$ cat src/rtl/lc4_div_seq.sv
// Sequential 16-bit unsigned restoring divider for the LC4 DIV/MOD path, one quotient bit per cycle.
// Optional feature macro: LC4_DIV_EARLY_OUT_EN (first CALC cycle checks dividend < divisor and exits early).

module cla16 (
    input  logic [15:0] a,
    input  logic [15:0] b,
    input  logic        cin,
    output logic [15:0] sum
);
    logic [15:0] g, p, c;
    logic [2:0]  grp_g, grp_p;
    logic [3:0]  grp_c;

    // Four 4-bit groups; group carries come from lookahead, bit carries ripple inside each group.
    always_comb begin
        g = a & b;
        p = a ^ b;
        for (int k = 0; k < 3; k++) begin
            grp_g[k] = g[4*k+3] | (p[4*k+3] & g[4*k+2]) | (p[4*k+3] & p[4*k+2] & g[4*k+1])
                     | (p[4*k+3] & p[4*k+2] & p[4*k+1] & g[4*k]);
            grp_p[k] = &p[4*k +: 4];
        end
        grp_c[0] = cin;
        for (int k = 1; k < 4; k++) begin
            grp_c[k] = grp_g[k-1] | (grp_p[k-1] & grp_c[k-1]);
        end
        for (int k = 0; k < 4; k++) begin
            c[4*k] = grp_c[k];
            for (int j = 1; j < 4; j++) begin
                c[4*k+j] = g[4*k+j-1] | (p[4*k+j-1] & c[4*k+j-1]);
            end
        end
        sum = p ^ c;
    end
endmodule

module lc4_div_seq #(
    parameter logic [15:0] DIV0_QUOT = 16'h0000,
    parameter logic [15:0] DIV0_REM  = 16'h0000
) (
    input  logic        clk,
    input  logic        rst_n,
    input  logic        in_valid,
    output logic        in_ready,
    input  logic [15:0] dividend,
    input  logic [15:0] divisor,
    output logic        out_valid,
    input  logic        out_ready,
    output logic [15:0] quotient,
    output logic [15:0] remainder,
    output logic        busy
);
    typedef enum logic [1:0] {S_IDLE, S_CALC, S_DONE} state_e;

    state_e      state_q, state_d;
    logic [15:0] quot_q, quot_d, rem_q, rem_d, dsor_q, dsor_d;
    logic [3:0]  cnt_q, cnt_d;
    logic [15:0] cla_a, cla_b, cla_sum;
    logic        accept, cout15, ge, early_chk;

    assign accept = (state_q == S_IDLE) && in_valid;

`ifdef LC4_DIV_EARLY_OUT_EN
    logic chk_q, chk_d;

    // High only during the first CALC cycle, when the adder compares the raw dividend instead.
    always_comb chk_d = accept && (divisor != 16'h0000);

    always_ff @(posedge clk or negedge rst_n) begin
        if (!rst_n) chk_q <= 1'b0;
        else        chk_q <= chk_d;
    end

    assign early_chk = chk_q;
`else
    assign early_chk = 1'b0;
`endif

    // Trial subtraction S[15:0] - divisor; the shifted-out R[15] is S[16] and forces ge.
    assign cla_a = early_chk ? quot_q : {rem_q[14:0], quot_q[15]};
    assign cla_b = ~dsor_q;

    cla16 u_cla (
        .a   (cla_a),
        .b   (cla_b),
        .cin (1'b1),
        .sum (cla_sum)
    );

    assign cout15 = (cla_a[15] & cla_b[15])
                  | ((cla_a[15] ^ cla_b[15]) & (cla_a[15] ^ cla_b[15] ^ cla_sum[15]));
    assign ge     = rem_q[15] | cout15;

    // NOTE: every *_d gets its hold value first so no path through this block can infer a latch.
    always_comb begin
        state_d = state_q;
        quot_d  = quot_q;
        rem_d   = rem_q;
        dsor_d  = dsor_q;
        cnt_d   = cnt_q;
        unique case (state_q)
            S_IDLE: begin
                if (in_valid) begin
                    dsor_d = divisor;
                    cnt_d  = 4'd15;
                    if (divisor == 16'h0000) begin
                        quot_d  = DIV0_QUOT;
                        rem_d   = DIV0_REM;
                        state_d = S_DONE;
                    end else begin
                        quot_d  = dividend;
                        rem_d   = 16'h0000;
                        state_d = S_CALC;
                    end
                end
            end
            S_CALC: begin
                if (early_chk) begin
                    if (!cout15) begin
                        quot_d  = 16'h0000;
                        rem_d   = quot_q;
                        state_d = S_DONE;
                    end
                end else begin
                    rem_d  = ge ? cla_sum : cla_a;
                    quot_d = {quot_q[14:0], ge};
                    if (cnt_q == 4'd0) state_d = S_DONE;
                    else               cnt_d   = cnt_q - 4'd1;
                end
            end
            S_DONE: begin
                if (out_ready) state_d = S_IDLE;
            end
            default: state_d = S_IDLE;
        endcase
    end

    // NOTE: non-blocking assignments here so every flop samples pre-edge values regardless of order.
    always_ff @(posedge clk or negedge rst_n) begin
        if (!rst_n) begin
            state_q <= S_IDLE;
            quot_q  <= 16'h0000;
            rem_q   <= 16'h0000;
            dsor_q  <= 16'h0000;
            cnt_q   <= 4'd0;
        end else begin
            state_q <= state_d;
            quot_q  <= quot_d;
            rem_q   <= rem_d;
            dsor_q  <= dsor_d;
            cnt_q   <= cnt_d;
        end
    end

    assign in_ready  = (state_q == S_IDLE);
    assign out_valid = (state_q == S_DONE);
    assign busy      = (state_q == S_CALC) || (state_q == S_DONE);
    assign quotient  = quot_q;
    assign remainder = rem_q;
endmodule
$ cat config.mk
export PLATFORM = sky130hd
export DESIGN_NAME = lc4_div_seq
export DESIGN_NICKNAME = d
export VERILOG_FILES = /design/src/rtl/lc4_div_seq.sv
export SDC_FILE = /design/constraint.sdc
export NUM_CORES = 1
export LEC_CHECK = 0
export CORE_ASPECT_RATIO = 0.8
export CORE_UTILIZATION = 45
export DETAILED_ROUTE_END_ITERATION = 16
export MAX_ROUTING_LAYER = met4
export PLACE_DENSITY = 0.73
export SETUP_SLACK_MARGIN = 0.5
export SLEW_MARGIN = 20
export SYNTH_ARGS = -nofsm -noshare
export SYNTH_HDL_FRONTEND = slang
export SYNTH_SLANG_ARGS = --single-unit
export TNS_END_PERCENT = 30
$ cat constraint.sdc
create_clock -name clk -period 9.25 [get_ports clk]
set_clock_uncertainty 0.15 [all_clocks]
set_input_delay 0.925 -clock clk [delete_from_list [all_inputs] [get_ports clk]]
set_output_delay 0.925 -clock clk [all_outputs]
set_load 0.02 [all_outputs]
==> key figures <==
Placed design
  • Post-DP HPWL: 5521 um
  • Cells after DPL: 452
  • Input/output buffers: 70
  • Cell Area, Placed: 3886 sq um
  • Gpl congestion: 0.8403
  • Post-Place Worst Slack: 5.202 ns

Setup path
  • Slowest cell on the critical path: or4_1
  • Crit-path max FO: 26
  • Crit path max-delay family: adder cells
  • Crit Path Category: reg2reg
  • Largest stage delay, worst path: 0.52 ns
  • Worst Path Buf+Inv: 3
  • Crit. End Element: flop
  • Setup crit start kind: flop
  • Cell mode on critical path: fa_1
  • WP data required: 9.26 ns
  • Data arrival, critical path: 4.14 ns
  • Critical Path, Cell by Cell: inv_1 > ha_1 > o21ai_0 > a221oi_1 > or4_1 > nand2_1 > fa_1 > fa_1 > fa_1 > inv_1 > fa_1 > nor2_1 > buf_4 > nor2_1 > a21oi_1 > o22ai_1

Timing
  • Final Hold Viols: 0
  • Min Tclk post-route: 4.122 ns
  • Setup Viol. Count Final: 0
  • Tcrit/Tclk final: 44.56%
  • Max-slew violations: 0
  • Fmax: 242.6 MHz
  • Setup TNS: 0 ns
  • Setup ws final: 5.128 ns
  • Slew HR: 47.86%
  • RSZ-0062 raised after global routing: no
  • Worst-margin pin slew: 0.7820 ns

Clocking
  • CTS tree: built
  • Clk buf depth: 2
  • Clock network latency to the later pin of the worst-skew pair: 0.30 ns
  • Clk slew on worst S/H paths: 0.10 ns
  • CTS Sinks: 54
  • CTS root buf: clkbuf_8
  • H-tree levels: 2
  • Setup Fix Bufs, Post-CTS: 0
  • Cts bufs inserted: 5
  • Cts repair resizes: 0
  • CTS Hold Buffers Added: 0

Floorplanning
  • Starting Density: 47.90%
  • Die height: 76.62 um
  • Die area: 7299 sq um
  • Site Rows: 26
  • Die width: 95.27 um
  • I/O pin count: 71
  • Core area: 6539 sq um

Synthesis
  • Adder-cell share of the synthesized area: 14.46%
  • Syn avg cell area: 10.17 sq um
  • Seq cells post-synth: 54
  • Post-synth net total: 373
  • Sequential area share after synthesis: 43.15%
  • Post-synth cell types: 44
  • Main combinational cell family by area after synthesis: compound AO/OA/AOI/OAI gates
  • Simple-gate portion of the synthesized area: 11.03%
  • Yosys warning total: 0
  • Mapped Cells: 308
  • Synth Area in Compound Gates: 16.82%
  • Mux share of post-synthesis cell area: 6.392%
  • Post-synthesis cell area: 3132 sq um
  • Xor and xnor area share after synthesis: 1.398%

Finish
  • Final Util: 60.60%
  • # fillers: 548
  • Most frequent cells in the layout: 69 x clkdlybuf4s50_1, 54 x dfrtp_1, 35 x inv_1, 35 x a21oi_1, 23 x nor2_1
  • Area of the multi-input gates: 1573 sq um
  • FF+latch area: 1351 sq um
  • Area growth from synthesis to layout: 26.53%
  • Fin area: 3963 sq um
  • Layout cell share with drive strength beyond 1: 8.267%
  • Final standard cell count with taps included and fillers excluded: 459
  • Final nets: 440
  • Most common cell after layout, fill and taps aside: clkdlybuf4s50_1
  • Ant diodes: 0

Global route
  • Largest net degree at the start of global routing: 55
  • GRT Overall Usage: 23.17%
  • First-pass GRT wire length: 12610 um
  • Aggregate global routing overflow: 0
  • Number of global-route vias before repair: 2504
  • Initial antenna violation count: 0

Power and ir drop
  • Peak supply drop: 184.6 uV
  • Leak: 1.730 nW
  • Pwr per Cell Area: 393.0 nW/um^2

Hold path
  • Hold/Removal Path Class: reg2reg

Drt
  • WL/cell: 16.61 um
  • Final WL: 7626 um
  • Iteration-0 DRC Markers: 110
  • DRT antenna net count: 0
  • Routed vias: 2563
  • Vias per cell: 5.584
  • First-pass DRT Iterations: 4
  • Post-route DRC: 0

Job
  • Max-cap violations: 0

Status
  • Run status: finished, final reports clean
## cells in the mapped netlist
library cell  instances  share of area (%)
a31oi_1               1               0.20
mux2_2               10                3.6
and2_4                1               0.28
o21ai_2               1               0.28
inv_1                35                4.2
nand4_1               2               0.40
nor2_2                1               0.20
nor3_1                1               0.16
mux2i_1               2               0.64
and2_1                1               0.20
nand2_2               1               0.20
a31o_2                1               0.28
nor2_1               23                2.8
o22ai_1               8                1.6
a221o_1               2               0.64
nor4_1                4               0.80
o21ai_1               1               0.16
ha_1                 17                6.8
a221oi_1              1               0.28
o32a_1                1               0.32
a21oi_1              35                5.6
nor3_4                1               0.52
clkbuf_1              6               0.72
nand2_1              14                1.7
fa_1                 12                7.7
mux2_1                6                2.2
a21o_1                4               0.96
or4_1                 1               0.24
buf_6                 3                1.1
nor3b_2               1               0.40
a22oi_1               2               0.48
nand2b_2              1               0.28
or3_1                 2               0.40
o21ai_0              15                2.4
buf_2                 4               0.64
dfrtp_1              54                 43
or2_2                 1               0.20
buf_1                 1               0.12
a22o_1               12                3.4
xnor2_1               2               0.56
nand3_1              12                1.9
o221ai_1              1               0.28
xor2_1                3               0.84
and4bb_2              1               0.40
## where the power goes
part | internal (mW) | switching [mW]
Clock | 0.0525 | 0.0768
Combinational | 0.430 | 0.530
Sequential | 0.353 | 0.114
Total | 0.836 | 0.721
## area by class of cell
cell class                      count  share of cell area (%)
Clock buffer                        7                   1.926
Inverter                           35                   3.315
Multi-Input combinational cell    205                   39.69
Sequential cell                    54                   34.10
Tap cell                           84                   2.652
Timing Repair Buffer               74                   18.31
## path summary, 6_finish.rpt
path	startpoint	to	slack, ns	cells past startpoint
min in group asynchronous	rst_n	dsor_q[6]$_DFFE_PN0P_	0.60	2
min reg2reg	dsor_q[15]$_DFFE_PN0P_	dsor_q[15]$_DFFE_PN0P_	0.36	1
max in group asynchronous	rst_n	quotient[2]$_DFFE_PN0P_	7.89	2
min	dsor_q[15]$_DFFE_PN0P_	dsor_q[15]$_DFFE_PN0P_	0.36	1
max reg2reg	quotient[15]$_DFFE_PN0P_	remainder[3]$_DFFE_PN0P_	5.13	16
max	quotient[15]$_DFFE_PN0P_	remainder[3]$_DFFE_PN0P_	5.13	16
## through the flow
step	hold WS, ns	power [mW]
after global placement	0.3272	1.392
after detailed placement	0.3397	1.428
after global routing	0.3901	1.692
after floorplan	0.3142	1.106
final	0.3636	1.557
after CTS	0.3624	1.559
## sequential cells by signal, indices dropped and copies added, names as in the netlist
name / flops
cnt_q: 4
remainder: 16
dsor_q: 16
state_q: 2
quotient: 16
## routing by layer
| layer | wire (um) | vias up | GRT usage [%] |
|---|---|---|---|
| li1 | - | 1204 | - |
| met4 | 82 | 0 | 5.455 |
| met5 | 0 | - | - |
| met1 | 3771 | 1300 | 34.92 |
| met3 | 247 | 6 | 3.593 |
| met2 | 3524 | 53 | 32.64 |
## logic make-up (layout without fill, tap and decap cells)
group,count (synthesis),count (layout)
fa+ha+maj,29,29
xor+xnor,5,5
buf+inv,49,116
simple gates,68,68
flops,54,54
compound gates,85,85
mux,18,18
## worst reg2reg max path: cells and delay by family, from the launching register on
family	cells	cell delay [ns]
simple gates	4	1.06
compound gates	4	0.67
fa+ha+maj	5	1.21
buf+inv	3	0.48
flops	1	0.41
Note: power is estimated with default switching activity, not from simulation.
